===== src/rtl/suba_ctrl_pkg.sv =====
// Shared types and helpers for the subA round-robin controller.
package suba_ctrl_pkg;

    typedef enum logic [1:0] {
        IDLE  = 2'd0,
        SHIFT = 2'd1,
        RESP  = 2'd2
    } state_e;

    localparam int DATA_W_DEF = 8;
    localparam int MAX_NREQ   = 8;
    localparam int MAX_IDX_W  = 3;

    // First requester at or after ptr (wrapping modulo nreq) with its request bit set.
    // The loop walks offsets from the far end back to zero so the nearest hit wins.
    function automatic logic [MAX_IDX_W-1:0] rr_pick(input logic [MAX_NREQ-1:0]  req,
                                                    input logic [MAX_IDX_W-1:0] ptr,
                                                    input int                   nreq);
        logic [MAX_IDX_W-1:0] pick;
        logic [MAX_IDX_W:0]   sum;
        pick = '0;
        for (int k = MAX_NREQ - 1; k >= 0; k--) begin
            if (k < nreq) begin
                sum = {1'b0, ptr} + (MAX_IDX_W + 1)'(k);
                if (sum >= (MAX_IDX_W + 1)'(nreq)) begin
                    sum = sum - (MAX_IDX_W + 1)'(nreq);
                end
                if (req[sum[MAX_IDX_W-1:0]]) begin
                    pick = sum[MAX_IDX_W-1:0];
                end
            end
        end
        return pick;
    endfunction

    // Pointer after serving grant: the requester just served drops to lowest priority.
    function automatic logic [MAX_IDX_W-1:0] rr_next(input logic [MAX_IDX_W-1:0] grant,
                                                    input int                   nreq);
        return (int'(grant) + 1 >= nreq) ? '0 : grant + MAX_IDX_W'(1);
    endfunction

endpackage


===== src/rtl/suba_rr_arb.sv =====
// Combinational round-robin arbiter: request vector plus pointer to one-hot grant.
module suba_rr_arb
    import suba_ctrl_pkg::*;
#(
    parameter int NREQ  = 4,
    parameter int IDX_W = $clog2(NREQ)
) (
    input  logic [NREQ-1:0]  i_req,
    input  logic [IDX_W-1:0] i_ptr,
    output logic [NREQ-1:0]  o_grant_oh,
    output logic [IDX_W-1:0] o_grant_idx,
    output logic             o_any
);

    logic [MAX_NREQ-1:0]  w_req_ext;
    logic [MAX_IDX_W-1:0] w_pick;

    // Widen the request vector to the package maximum and pick the winner.
    always_comb begin
        // NOTE: every always_comb output gets a default before any branch, so no path can infer a latch.
        w_req_ext              = '0;
        w_req_ext[NREQ-1:0]    = i_req;
        w_pick                 = rr_pick(w_req_ext, MAX_IDX_W'(i_ptr), NREQ);
        o_any                  = |i_req;
        o_grant_idx            = IDX_W'(w_pick);
        o_grant_oh             = '0;
        if (o_any) begin
            o_grant_oh[o_grant_idx] = 1'b1;
        end
    end

endmodule


===== src/rtl/suba_rr_ctrl.sv =====
// Round-robin sequencer sharing one subA bit path between NREQ byte requesters.
// A granted byte is shifted MSB-first into subA; the returned bits are rebuilt
// and compared against the bitwise inverse of the byte that was sent.
module suba_rr_ctrl
    import suba_ctrl_pkg::*;
#(
    parameter  int NREQ   = 4,
    parameter  int DATA_W = DATA_W_DEF,
    parameter  int CNT_W  = 8,
    localparam int ID_W   = $clog2(NREQ),
    localparam int BIT_W  = $clog2(DATA_W)
) (
    input  logic                   clk,
    input  logic                   rst,
    input  logic [NREQ-1:0]        req_valid,
    input  logic [NREQ*DATA_W-1:0] req_data,
    output logic [NREQ-1:0]        req_ready,
    output logic                   resp_valid,
    input  logic                   resp_ready,
    output logic [ID_W-1:0]        resp_id,
    output logic [DATA_W-1:0]      resp_data,
    output logic                   resp_err,
    output logic                   suba_in_bit1,
    input  logic                   suba_out_bit1,
    output logic                   busy,
    output logic [CNT_W-1:0]       err_count
);

    state_e              r_state;
    state_e              w_next_state;
    logic [ID_W-1:0]     r_ptr;
    logic [ID_W-1:0]     r_grant;
    logic [DATA_W-1:0]   r_tx_shift;
    logic [DATA_W-1:0]   r_tx_byte;
    logic [DATA_W-1:0]   r_rx_shift;
    logic [BIT_W-1:0]    r_bit_cnt;
    logic [CNT_W-1:0]    r_err_count;

    logic [NREQ-1:0]     w_grant_oh;
    logic [ID_W-1:0]     w_grant_idx;
    logic                w_any;
    logic                w_accept;
    logic                w_last_bit;
    logic                w_err;
    logic [DATA_W-1:0]   w_req_byte;

    suba_rr_arb #(
        .NREQ (NREQ)
    ) u_arb (
        .i_req       (req_valid),
        .i_ptr       (r_ptr),
        .o_grant_oh  (w_grant_oh),
        .o_grant_idx (w_grant_idx),
        .o_any       (w_any)
    );

    // A reset cycle never accepts, so no requester sees a ready it will not be served for.
    assign w_accept   = (r_state == IDLE) && w_any && !rst;
    assign w_last_bit = (r_bit_cnt == BIT_W'(DATA_W - 1));
    assign w_req_byte = req_data[w_grant_idx*DATA_W +: DATA_W];
    assign w_err      = (r_rx_shift != ~r_tx_byte);

    // Result fields only carry meaning while a response is being offered.
    assign resp_id    = (r_state == RESP) ? r_grant    : '0;
    assign resp_data  = (r_state == RESP) ? r_rx_shift : '0;
    assign resp_err   = (r_state == RESP) && w_err;
    assign busy       = (r_state != IDLE);
    assign err_count  = r_err_count;

    // State register.
    always_ff @(posedge clk) begin
        // NOTE: clocked state uses non-blocking assignments so every register samples pre-edge values.
        if (rst) begin
            r_state <= IDLE;
        end else begin
            r_state <= w_next_state;
        end
    end

    // Next-state decode and per-state outputs.
    always_comb begin
        w_next_state = r_state;
        req_ready    = w_accept ? w_grant_oh : '0;
        resp_valid   = 1'b0;
        suba_in_bit1 = 1'b0;
        case (r_state)
            IDLE: begin
                if (w_any) begin
                    w_next_state = SHIFT;
                end
            end
            SHIFT: begin
                suba_in_bit1 = r_tx_shift[DATA_W-1];
                if (w_last_bit) begin
                    w_next_state = RESP;
                end
            end
            RESP: begin
                resp_valid = 1'b1;
                if (resp_ready) begin
                    w_next_state = IDLE;
                end
            end
            default: w_next_state = IDLE;
        endcase
    end

    // Datapath: latch the granted byte, shift bits through subA, settle the response.
    always_ff @(posedge clk) begin
        // NOTE: the shift and result registers are plain flops, not a memory, so they are reset to a known zero.
        if (rst) begin
            r_ptr       <= '0;
            r_grant     <= '0;
            r_tx_shift  <= '0;
            r_tx_byte   <= '0;
            r_rx_shift  <= '0;
            r_bit_cnt   <= '0;
            r_err_count <= '0;
        end else begin
            case (r_state)
                IDLE: begin
                    if (w_accept) begin
                        r_grant    <= w_grant_idx;
                        r_tx_shift <= w_req_byte;
                        r_tx_byte  <= w_req_byte;
                        r_rx_shift <= '0;
                        r_bit_cnt  <= '0;
                    end
                end
                SHIFT: begin
                    r_tx_shift <= r_tx_shift << 1;
                    r_rx_shift <= {r_rx_shift[DATA_W-2:0], suba_out_bit1};
                    r_bit_cnt  <= r_bit_cnt + BIT_W'(1);
                end
                RESP: begin
                    if (resp_ready) begin
                        r_ptr <= ID_W'(rr_next(MAX_IDX_W'(r_grant), NREQ));
                        if (w_err && (r_err_count != '1)) begin
                            r_err_count <= r_err_count + CNT_W'(1);
                        end
                    end
                end
                default: ;
            endcase
        end
    end

endmodule


===== config.mk =====
export PLATFORM = sky130hd
export DESIGN_NAME = suba_rr_ctrl
export DESIGN_NICKNAME = d
export VERILOG_FILES = /design/src/rtl/suba_ctrl_pkg.sv /design/src/rtl/suba_rr_arb.sv /design/src/rtl/suba_rr_ctrl.sv
export SDC_FILE = /design/constraint.sdc
export NUM_CORES = 1
export LEC_CHECK = 0
export CAP_MARGIN = 20
export CORE_AREA = 4 4 72 74
export CTS_CLUSTER_DIAMETER = 150
export DETAILED_ROUTE_END_ITERATION = 10
export DIE_AREA = 0 0 76 78
export PLACE_DENSITY = 0.8
export SYNTH_ARGS = -nofsm -noshare
export SYNTH_HDL_FRONTEND = slang
export SYNTH_SLANG_ARGS = --single-unit

===== constraint.sdc =====
create_clock -name clk -period 5.2 [get_ports clk]
set_input_delay 0.78 -clock clk [delete_from_list [all_inputs] [get_ports clk]]
set_output_delay 0.78 -clock clk [all_outputs]
set_load 0.01 [all_outputs]

Yosys cells after proc, flatten, opt, wreduce, memory -nomap -nowiden
Cells that the tools add are included.
{"block": "totals", "regBits": 41, "input_bits": 40, "out_inout_bits": 26, "elab_cells": 91}
{"block": "classes", "add_sub_neg": 11, "order_cmp": 11, "eq_ne": 9, "shifts": 1, "mux": 35, "bitwise": 1, "reduce_logical": 15}
{"operator": "$pmux W8 S2", "count": 2}
{"operator": "$shiftx A32 B6 Y8", "count": 1}
{"operator": "$mux W8", "count": 3}
{"operator": "$mux W2", "count": 9}
{"operator": "$lt A3 B4 Y1 const B", "count": 4}
{"operator": "$mux W3", "count": 5}
{"operator": "$bmux W1 S3", "count": 4}
{"operator": "$ge A4 B3 Y1 const B", "count": 3}
{"operator": "$sub A3 B3 Y3 const B", "count": 3}
{"operator": "$add A8 B1 Y8 const B", "count": 1}
{"operator": "$mux W4", "count": 2}
{"operator": "$ne A2 B2 Y1 const B", "count": 4}
{"operator": "$ne A8 B8 Y1", "count": 1}
{"operator": "$ne A8 B8 Y1 const B", "count": 1}
{"operator": "$not A8 Y8", "count": 1}
{"operator": "$mux W1", "count": 7}
{"operator": "$add A2 B1 Y3 const B", "count": 2}
{"operator": "$add A2 B2 Y3 const B", "count": 2}
{"operator": "$pmux W2 S3", "count": 1}
{"operator": "$pmux W3 S2", "count": 1}
{"operator": "$reduce_and A2 Y1", "count": 3}
{"operator": "$reduce_and A3 Y1", "count": 2}
{"operator": "$logic_and A1 B1 Y1", "count": 5}
{"operator": "$reduce_bool A2 Y1", "count": 2}
{"operator": "other kinds (14)", "count": 14}

Logic depth before layout (Yosys ltp)
Gate-level depths: netlist (run 1).
{"block": "logic_depth", "word_depth": 15, "ltp_mapped": 9, "depth_no_buf": 6}

Cells and area by module
From an unflattened synthesis (run 1), not the netlist that was laid out.
{"block": "unflattened", "hier_cells": 251, "hier_area_um2": 2317.2}
{"mod": "suba_rr_ctrl", "n_inst": 1, "cells_per_inst": 212, "area_each_um2": 2031.9, "seq_area_each_um2": 820.8}
{"mod": "suba_rr_arb", "n_inst": 1, "cells_per_inst": 39, "area_each_um2": 285.3, "seq_area_each_um2": 0.0}

Least setup slack after synthesis (run 1)
No wires, ideal clock.
{"block": "synth_timing", "path_type": "in2out", "startpoint": "input req_valid[1]", "endpoint": "output req_ready[0]", "arrival_ns": 2.104, "required_ns": 4.420, "slack_ns": 2.316, "path_stages": 7, "path_buffers": 2, "cell_sequence": "nor4b_1 > a31oi_1 > a32oi_1 > or4_1 > buf_2 > buf_6 > nor2_1"}
{"block": "synth_via", "elab_chain_cells": 12, "elab_cells_between_ends": 22, "classes_between": "2 x order compare; 16 x mux; 4 x reduce/logical"}
{"element": "start: declaration", "line": "suba_rr_ctrl.sv:15", "text": "input logic [NREQ-1:0] req_valid,"}
{"element": "$bmux W1 S3", "line": "suba_ctrl_pkg.sv:28", "text": "if (req[sum[MAX_IDX_W-1:0]]) begin"}
{"element": "$mux W1 (implied by the code)", "line": "suba_ctrl_pkg.sv:28"}
{"element": "$mux W2 (4 in series)", "line": "suba_ctrl_pkg.sv:28"}
{"element": "$lt A2 B3 Y1 (implied by the code) or $ge A2 B1 Y1 (tied branches)", "line": "suba_rr_arb.sv:28", "text": "o_grant_oh[o_grant_idx] = 1'b1;"}
{"element": "$logic_and A1 B1 Y1 (implied by the code)", "line": "suba_rr_arb.sv:28"}
{"element": "$mux W1 (implied by the code)", "line": "suba_rr_arb.sv:28"}
{"element": "$demux W1 S2"}
{"element": "$mux W4", "line": "suba_rr_arb.sv:27", "text": "if (o_any) begin"}
{"element": "$mux W4 (*)", "line": "suba_rr_ctrl.sv:83", "text": "req_ready = w_accept ? w_grant_oh : '0;"}
{"element": "end: declaration", "line": "suba_rr_ctrl.sv:17", "text": "output logic [NREQ-1:0] req_ready,"}
Mark *: on every way between the ends. The rest lies on a longest branch, timed or not. The select of a mux whose other input is x is not followed.

Worst setup path after layout (run 1)
{"block": "layout_timing", "startpoint": "input req_valid[0]", "endpoint": "output req_ready[0]"}
The elaborated chain is that of the path after synthesis.

==> impl_summary.log, run 1 <==
INFO  metric viasPerCell = 5.68
INFO  metric register_area = 821 um^2
INFO  metric critical_path.slowest_cell = or4_1
INFO  metric cp_data_arrival_time = 3.50 ns
INFO  metric synth_edf_count = 0
INFO  metric setup_tns_final = 0 ns
INFO  metric syn_nets = 313
INFO  metric holdPathStages = 2
INFO  metric slowest_delay = 0.84 ns
INFO  metric area_delta_synth_final = 34.3%
INFO  metric globalRouteTotalUtil = 18.6%
INFO  metric tritoncts_num_sinks = 41
INFO  metric synthSimpleGateAreaFrac = 22.1%
INFO  metric grt_pass1_vias = 2,043
INFO  metric ys_ff_latch = 41
INFO  metric worstPathMaxFanout = 23
INFO  metric run_status = finished clean
INFO  metric dominant_combinational_cell_family_by_area_after_synthesis = simple AND/OR/NAND/NOR gates
INFO  metric max_freq = 234 MHz
INFO  metric rsz0062_at_grt = false
INFO  metric initial_utilization = 48.9%
INFO  metric post_cts_hold_buffer_count = 0
INFO  metric post-route-min-period = 4.28 ns
INFO  metric avgSynthCellArea = 8.38 um^2
INFO  metric start_kind = input port
INFO  metric report.final.slew_viol_count = 0
INFO  metric place.gp.congestion = 0.832
INFO  metric io_pins = 66
INFO  metric wl = 5570 um
INFO  metric firstDrtPassIters = 5
INFO  metric r2r_endpoint = r_tx_byte[1]
INFO  metric post_drt_wl_per_cell = 14.6 um
INFO  metric synthMostInstantiatedCell = dfxtp_1
INFO  metric power_density = 223 mW/mm^2
INFO  metric synth-seq-area-share = 36.5%
INFO  metric initialDrtViolationCount = 187
INFO  metric floorplan.core_area = 0.00460 mm^2
INFO  metric post_synth_inst_count = 268
INFO  metric critical_path_required = 4.42 ns
INFO  metric timing.slew.headroom = 48.6%
INFO  metric worst-path-stages = 6
INFO  metric post_cts_buffers = 0
INFO  metric floorplan.die_area = 0.00593 mm^2
INFO  metric cts-root-buf = clkbuf_8
INFO  metric post_route_cells_drive_above_1_share = 4.59%
INFO  metric count_of_nets_left_with_antenna_violations_after_detail_routing = 0
INFO  metric worst_slack = 0.918 ns
INFO  metric fin_skew = 0.00365 ns
INFO  metric cell_type_group_with_the_largest_total_delay_on_the_critical_path = buffers and inverters
INFO  metric htree_levels = 2
INFO  metric post_route_drc_violation_count = 0
INFO  metric reg2reg_setup_slack = 2.65 ns
INFO  metric synth-async-reset-ratio = 0%
INFO  metric rr_startpoint = r_ptr[0]
INFO  metric post-route-period-util = 82.3%
INFO  metric netlist-cell-type-count = 37
INFO  metric yosys-top-cells-area = dfxtp_1 37%, mux2i_1 9.4%, o221ai_1 6.2%
INFO  metric synthFlopType = dfxtp_1
INFO  metric muxShareOfSynthArea = 9.86%
INFO  metric report.final.setup_viol = 0
INFO  metric fin_util = 65.6%
INFO  metric max_slew.worst_pin.slew = 0.769 ns
INFO  metric startpoint_of_the_tightest_hold_check_path = r_bit_cnt[1]
INFO  metric leading_post_synthesis_cells_by_instance_count = 41 x dfxtp_1, 33 x nand2_1, 23 x nand3_1
INFO  metric die_width = 76 um
INFO  metric numCtsBuffers = 5
INFO  metric syn-cell-area = 0.00225 mm^2
INFO  metric finalNetCount = 372
INFO  metric num_rows = 25
INFO  metric synthAdderAreaFrac = 2.78%
INFO  metric hold_path_class = reg -> reg
INFO  metric grt-ovfl-total = 0
INFO  metric final-hold-violation-count = 0
INFO  metric number_of_antenna_violations_at_the_first_check_in_global_routing = 0
INFO  metric num-fill-cells = 408
INFO  metric timing.critical_path.to_type = primary output
INFO  metric finalPower = 0.000673 W
INFO  metric clk_pin_slew = 0.07 ns
INFO  metric maximum_buffer_depth_of_the_clock_tree = 2
INFO  metric post_synth_xor_xnor_area = 5.85%
INFO  metric worst_hold_slack = 0.483 ns
INFO  metric hold-path-endpoint = r_bit_cnt[1]
INFO  metric preCtsSetupSlack = 0.956 ns
INFO  metric postCtsResizedCells = 0
INFO  metric vdd_ir_drop_max = 0.160 mV
INFO  metric largest_area_contributor_in_the_synthesized_netlist = dfxtp_1
INFO  metric synthDominantCellAreaShare = 36.5%
INFO  metric cap_violations = 0
INFO  metric wire_length_of_the_first_global_routing_pass = 9180 um
INFO  metric power_leakage = 1.04 nW
INFO  metric clock_latency = 0.29 ns
INFO  metric critPathKind = in -> out
INFO  metric rr_worst_depth = 5
INFO  metric die_y = 78 um
INFO  metric ys_warn_count = 0
INFO  metric cp_cell_sequence = clkdlybuf4s50_1 > nor2_1 > a21o_1 > or4_1 > nor2_1 > clkdlybuf4s50_1
INFO  metric portBuffers = 65
INFO  metric path_buf_inv = 2
INFO  metric synth_compound_area_share = 18.0%
INFO  metric clock_tree_from_tritoncts = built
INFO  metric multi_input_area = 0.00133 mm^2
INFO  metric diodes = 0
INFO  metric via_count = 2,165
INFO  metric dpl.hpwl = 4000 um
INFO  metric grt_max_degree = 35
==> placed cells by master, fill, tap and decap left out <==
| cell | n |
|---|---|
| and2_1 | 11 |
| clkbuf_1 | 1 |
| a21oi_1 | 20 |
| xnor2_1 | 15 |
| nor3_1 | 1 |
| clkbuf_8 | 6 |
| nor4b_1 | 1 |
| buf_4 | 6 |
| nand2_1 | 33 |
| a32oi_1 | 1 |
| nand4b_1 | 1 |
| inv_1 | 5 |
| nand4_1 | 1 |
| nor2_1 | 21 |
| or2_2 | 1 |
| nor3b_1 | 1 |
| nand3_1 | 23 |
| a2111oi_0 | 4 |
| a221oi_4 | 1 |
| a211oi_1 | 2 |
| nor4bb_1 | 1 |
| ha_1 | 5 |
| o221ai_1 | 16 |
| a21o_1 | 8 |
| dfxtp_1 | 41 |
| o21ai_1 | 1 |
| nand2b_1 | 4 |
| or4_1 | 1 |
| o211ai_1 | 1 |
| nor2b_1 | 2 |
| a31oi_1 | 2 |
| o22ai_1 | 1 |
| nor4_1 | 2 |
| mux2i_1 | 21 |
| mux2_2 | 1 |
| clkdlybuf4s50_1 | 65 |
==> registers in the layout, summed over array words and instances, names as in the netlist <==
name / count
r_tx_byte: 8
r_tx_shift: 8
r_grant: 2
r_ptr: 2
err_count: 8
r_rx_shift: 8
r_bit_cnt: 3
r_state: 2
==> where the power goes <==
part | leakage (nW) | internal (W) | switching, W
clock | 0.0443 | 0.000105 | 0.000103
combinational | 0.662 | 0.0000629 | 0.0000566
sequential | 0.335 | 0.000333 | 0.0000125
total | 1.04 | 0.000501 | 0.000172
==> area by class of cell <==
cell class / count / share of cell area [%]
multi-input cells: 203 / 44.0
flip-flops and latches: 41 / 27.2
repair buffers: 71 / 23.1
clock buffers: 7 / 2.86
well taps: 54 / 2.24
inverters: 5 / 0.622
==> tightest hold or removal path: stages (launching register included) <==
cell and delay (ns):
dfxtp_1 0.32, nand3_1 0.06, a21oi_1 0.06
==> per-layer routing <==
layer | vias to the layer above | GRT usage [%] | routed length, um
met5 | - | 0 | 0
met4 | 0 | 8.19 | 110
met3 | 8 | 3.25 | 235
met2 | 55 | 31.9 | 2840
met1 | 1028 | 22.5 | 2380
li1 | 1074 | - | -
==> worst max path at each step <==
stage | from | to | slack, ns
floorplan | req_valid[1] | req_ready[0] | 2.32
global placement | req_valid[0] | req_ready[2] | 0.99
detailed placement | req_valid[0] | req_ready[2] | 0.96
global route | req_valid[0] | req_ready[0] | 0.74
CTS | req_valid[0] | req_ready[2] | 0.95
finish | req_valid[0] | req_ready[0] | 0.92
==> per-stage QoR <==
step                      area (um^2)  cells
after detailed placement         2930    374
after floorplan                  2250    268
after CTS                        3020    381
after global placement           2930    374
final                            3020    381
after global routing             3020    381
==> kinds of logic (layout without fill, tap and decap cells) <==
family,Yosys count,count (layout)
AND/OR/NAND/NOR,104,104
XOR/XNOR,15,15
buffers and inverters,24,83
adder cells (fa/ha/maj),5,5
flip-flops,41,41
AO/OA/AOI/OAI,57,57
multiplexers,22,22
No activity file was read; power rests on OpenSTA's default activity.
==> run 2: changes to the inputs <==
- CORE_AREA: 4 4 72 74 -> 4 4 75 77
- DIE_AREA: 0 0 76 78 -> 0 0 79 81
- PLACE_DENSITY: 0.8 -> 0.74
- clock period: 5.2 -> 3.94 ns (I/O delays scaled with it)
==> impl_summary.log, run 2 (synthesis gave the netlist of run 1 again) <==
INFO  metric run_status = finished clean
INFO  metric initialDrtViolationCount = 151 (-19%)
INFO  metric report.final.setup_viol = 0 (unchanged)
INFO  metric rr_startpoint = r_ptr[0]
INFO  metric max_slew.worst_pin.slew = 0.744 ns (-0.0245 ns)
INFO  metric place.gp.congestion = 0.792 (-4.7%)
INFO  metric cp_cell_sequence = ha_1 > nor4b_1 > a31oi_1 > a32oi_1 > or4_1 > nor2_1 > clkdlybuf4s50_1
INFO  metric postCtsResizedCells = 0 (unchanged)
INFO  metric setup_tns_final = 0 ns (unchanged)
INFO  metric wire_length_of_the_first_global_routing_pass = 9130 um (-0.53%)
INFO  metric placedCellCount = 392 (+4.8%)
INFO  metric num-fill-cells = 464 (+14%)
INFO  metric number_of_antenna_violations_at_the_first_check_in_global_routing = 0 (unchanged)
INFO  metric rsz0062_at_grt = false
INFO  metric post-route-min-period = 3.44 ns
INFO  metric worst_hold_slack = 0.481 ns (-0.00184 ns)
INFO  metric count_of_nets_left_with_antenna_violations_after_detail_routing = 0 (unchanged)
INFO  metric post_route_drc_violation_count = 0 (unchanged)
INFO  metric via_count = 2,128 (-1.7%)
INFO  metric worst_slack = 0.500 ns (-0.418 ns)
INFO  metric post_cts_buffers = 0 (unchanged)
INFO  metric floorplan.core_area = 0.00501 mm^2 (+9.0%)
INFO  metric htree_levels = 2 (unchanged)
INFO  metric grt_max_degree = 34 (-2.9%)
INFO  metric post-route-period-util = 87.3%
INFO  metric maximum_buffer_depth_of_the_clock_tree = 2 (unchanged)
INFO  metric final_cell_mix = 65 x clkdlybuf4s50_1, 41 x dfxtp_1, 33 x nand2_1, 23 x nand3_1
INFO  metric viasPerCell = 5.35 (-5.9%)
INFO  metric post_route_cells_drive_above_1_share = 5.18% (+0.60 points)
INFO  metric grt_pass1_vias = 2,014 (-1.4%)
INFO  metric cts-root-buf = clkbuf_8
INFO  metric globalRouteTotalUtil = 17.5% (-1.1 points)
INFO  metric startpoint_of_the_tightest_hold_check_path = r_bit_cnt[2]
INFO  metric timing.critical_path.to_type = primary output
INFO  metric rr_worst_depth = 6 (+1)
INFO  metric critical_path_required = 3.35 ns (-1.07 ns)
INFO  metric initial_utilization = 44.9% (-4.0 points)
INFO  metric r2r_endpoint = r_tx_shift[4]
INFO  metric reg2reg_setup_slack = 1.39 ns (-1.26 ns)
INFO  metric vdd_ir_drop_max = 0.211 mV (+31%)
INFO  metric register_area = 821 um^2 (unchanged)
INFO  metric grt-ovfl-total = 0 (unchanged)
INFO  metric power_density = 284 mW/mm^2 (+28%)
INFO  metric die_y = 81 um (+3.8%)
INFO  metric clock_tree_from_tritoncts = built
INFO  metric hold-path-endpoint = r_bit_cnt[2]
INFO  metric multi_input_area = 0.00133 mm^2 (unchanged)
INFO  metric area_delta_synth_final = 35.3%
INFO  metric timing.slew.headroom = 50.4% (+1.7 points)
INFO  metric start_kind = flip-flop
INFO  metric io_pins = 66 (unchanged)
INFO  metric die_width = 79 um (+3.9%)
INFO  metric clock_latency = 0.28 ns (about the same)
INFO  metric portBuffers = 65 (unchanged)
INFO  metric power_leakage = 1.05 nW (+0.46%)
INFO  metric critPathKind = reg -> out
INFO  metric fin_skew = 0.00541 ns (+0.00176 ns)
INFO  metric tritoncts_num_sinks = 41 (unchanged)
INFO  metric layout.cells.most_common = clkdlybuf4s50_1
INFO  metric cap_violations = 0 (unchanged)
INFO  metric finalNetCount = 374 (+0.54%)
INFO  metric max_freq = 291 MHz
INFO  metric post_cts_hold_buffer_count = 0 (unchanged)
INFO  metric finalPower = 0.000865 W (+29%)
INFO  metric layout.cells.non_filler = 398 (+4.5%)
INFO  metric worstPathMaxFanout = 12 (-48%)
INFO  metric post_drt_wl_per_cell = 13.9 um (-4.9%)
INFO  metric dpl.hpwl = 4010 um (+0.22%)
INFO  metric slowest_delay = 0.60 ns (-0.24 ns)
INFO  metric final-hold-violation-count = 0 (unchanged)
INFO  metric report.final.slew_viol_count = 0 (unchanged)
INFO  metric holdPathStages = 2 (unchanged)
INFO  metric clk_pin_slew = 0.07 ns (about the same)
INFO  metric num_rows = 26 (+4.0%)
INFO  metric diodes = 0 (unchanged)
INFO  metric cp_data_arrival_time = 2.85 ns (-0.65 ns)
INFO  metric critical_path.slowest_cell = dfxtp_1
INFO  metric preCtsSetupSlack = 0.528 ns (-0.427 ns)
INFO  metric wl = 5530 um (-0.65%)
INFO  metric firstDrtPassIters = 4 (-1)
INFO  metric hold_path_class = reg -> reg
INFO  metric numCtsBuffers = 5 (unchanged)
INFO  metric floorplan.die_area = 0.00640 mm^2 (+7.9%)
[run 2: layer usage]
| layer | share of wire (%) | vias to the layer above | global-route usage, % |
|---|---|---|---|
| met5 | 0 | - | 0 |
| met1 | 44 | 980 | 21.6 |
| li1 | - | 1080 | - |
| met3 | 3.8 | 9 | 2.66 |
| met4 | 1.8 | 0 | 7.04 |
| met2 | 51 | 59 | 30.6 |
[run 2: power breakdown]
part / total (W) / internal (W) / switching (W)
clock: 0.000249 / 0.000117 / 0.000132
sequential: 0.000455 / 0.000439 / 0.0000162
combinational: 0.000161 / 0.0000851 / 0.0000760
total: 0.000865 / 0.000641 / 0.000224
[run 2: area by class of cell]
cell class | instances | area share (%)
multi-input combinational | 203 | 43.7
timing repair buffer | 73 | 23.4
clock buffer | 5 | 2.26
tap | 70 | 2.88
inverter | 5 | 0.617
clock inverter | 1 | 0.165
sequential | 41 | 27.0
[run 2: worst max-delay path: cells and delay by family, from the launching register on]
kind | cells | cell delay [ns]
AND/OR/NAND/NOR | 3 | 0.77
AO/OA/AOI/OAI | 2 | 0.29
buffers and inverters | 1 | 0.54
adder cells (fa/ha/maj) | 1 | 0.36
flip-flops | 1 | 0.60
[run 2: metrics by stage]
stage | area [um^2] | utilization, %
4_1_cts | 3040 | 60.7
5_1_grt | 3040 | 60.7
3_3_place_gp | 2970 | 59.2
6_report | 3040 | 60.7
2_1_floorplan | 2250 | -
3_5_place_dp | 2970 | 59.2
[run 2: how the worst max path moves through the flow]
stage | startpoint | to | slack [ns] | cells past startpoint
global route | r_ptr[0] | req_ready[2] | 0.34 | 7
detailed placement | req_valid[1] | req_ready[2] | 0.53 | 7
global placement | req_valid[1] | req_ready[0] | 0.56 | 7
CTS | r_ptr[0] | req_ready[0] | 0.49 | 6
floorplan | r_ptr[1] | req_ready[0] | 1.32 | 8
finish | r_ptr[0] | req_ready[0] | 0.50 | 7
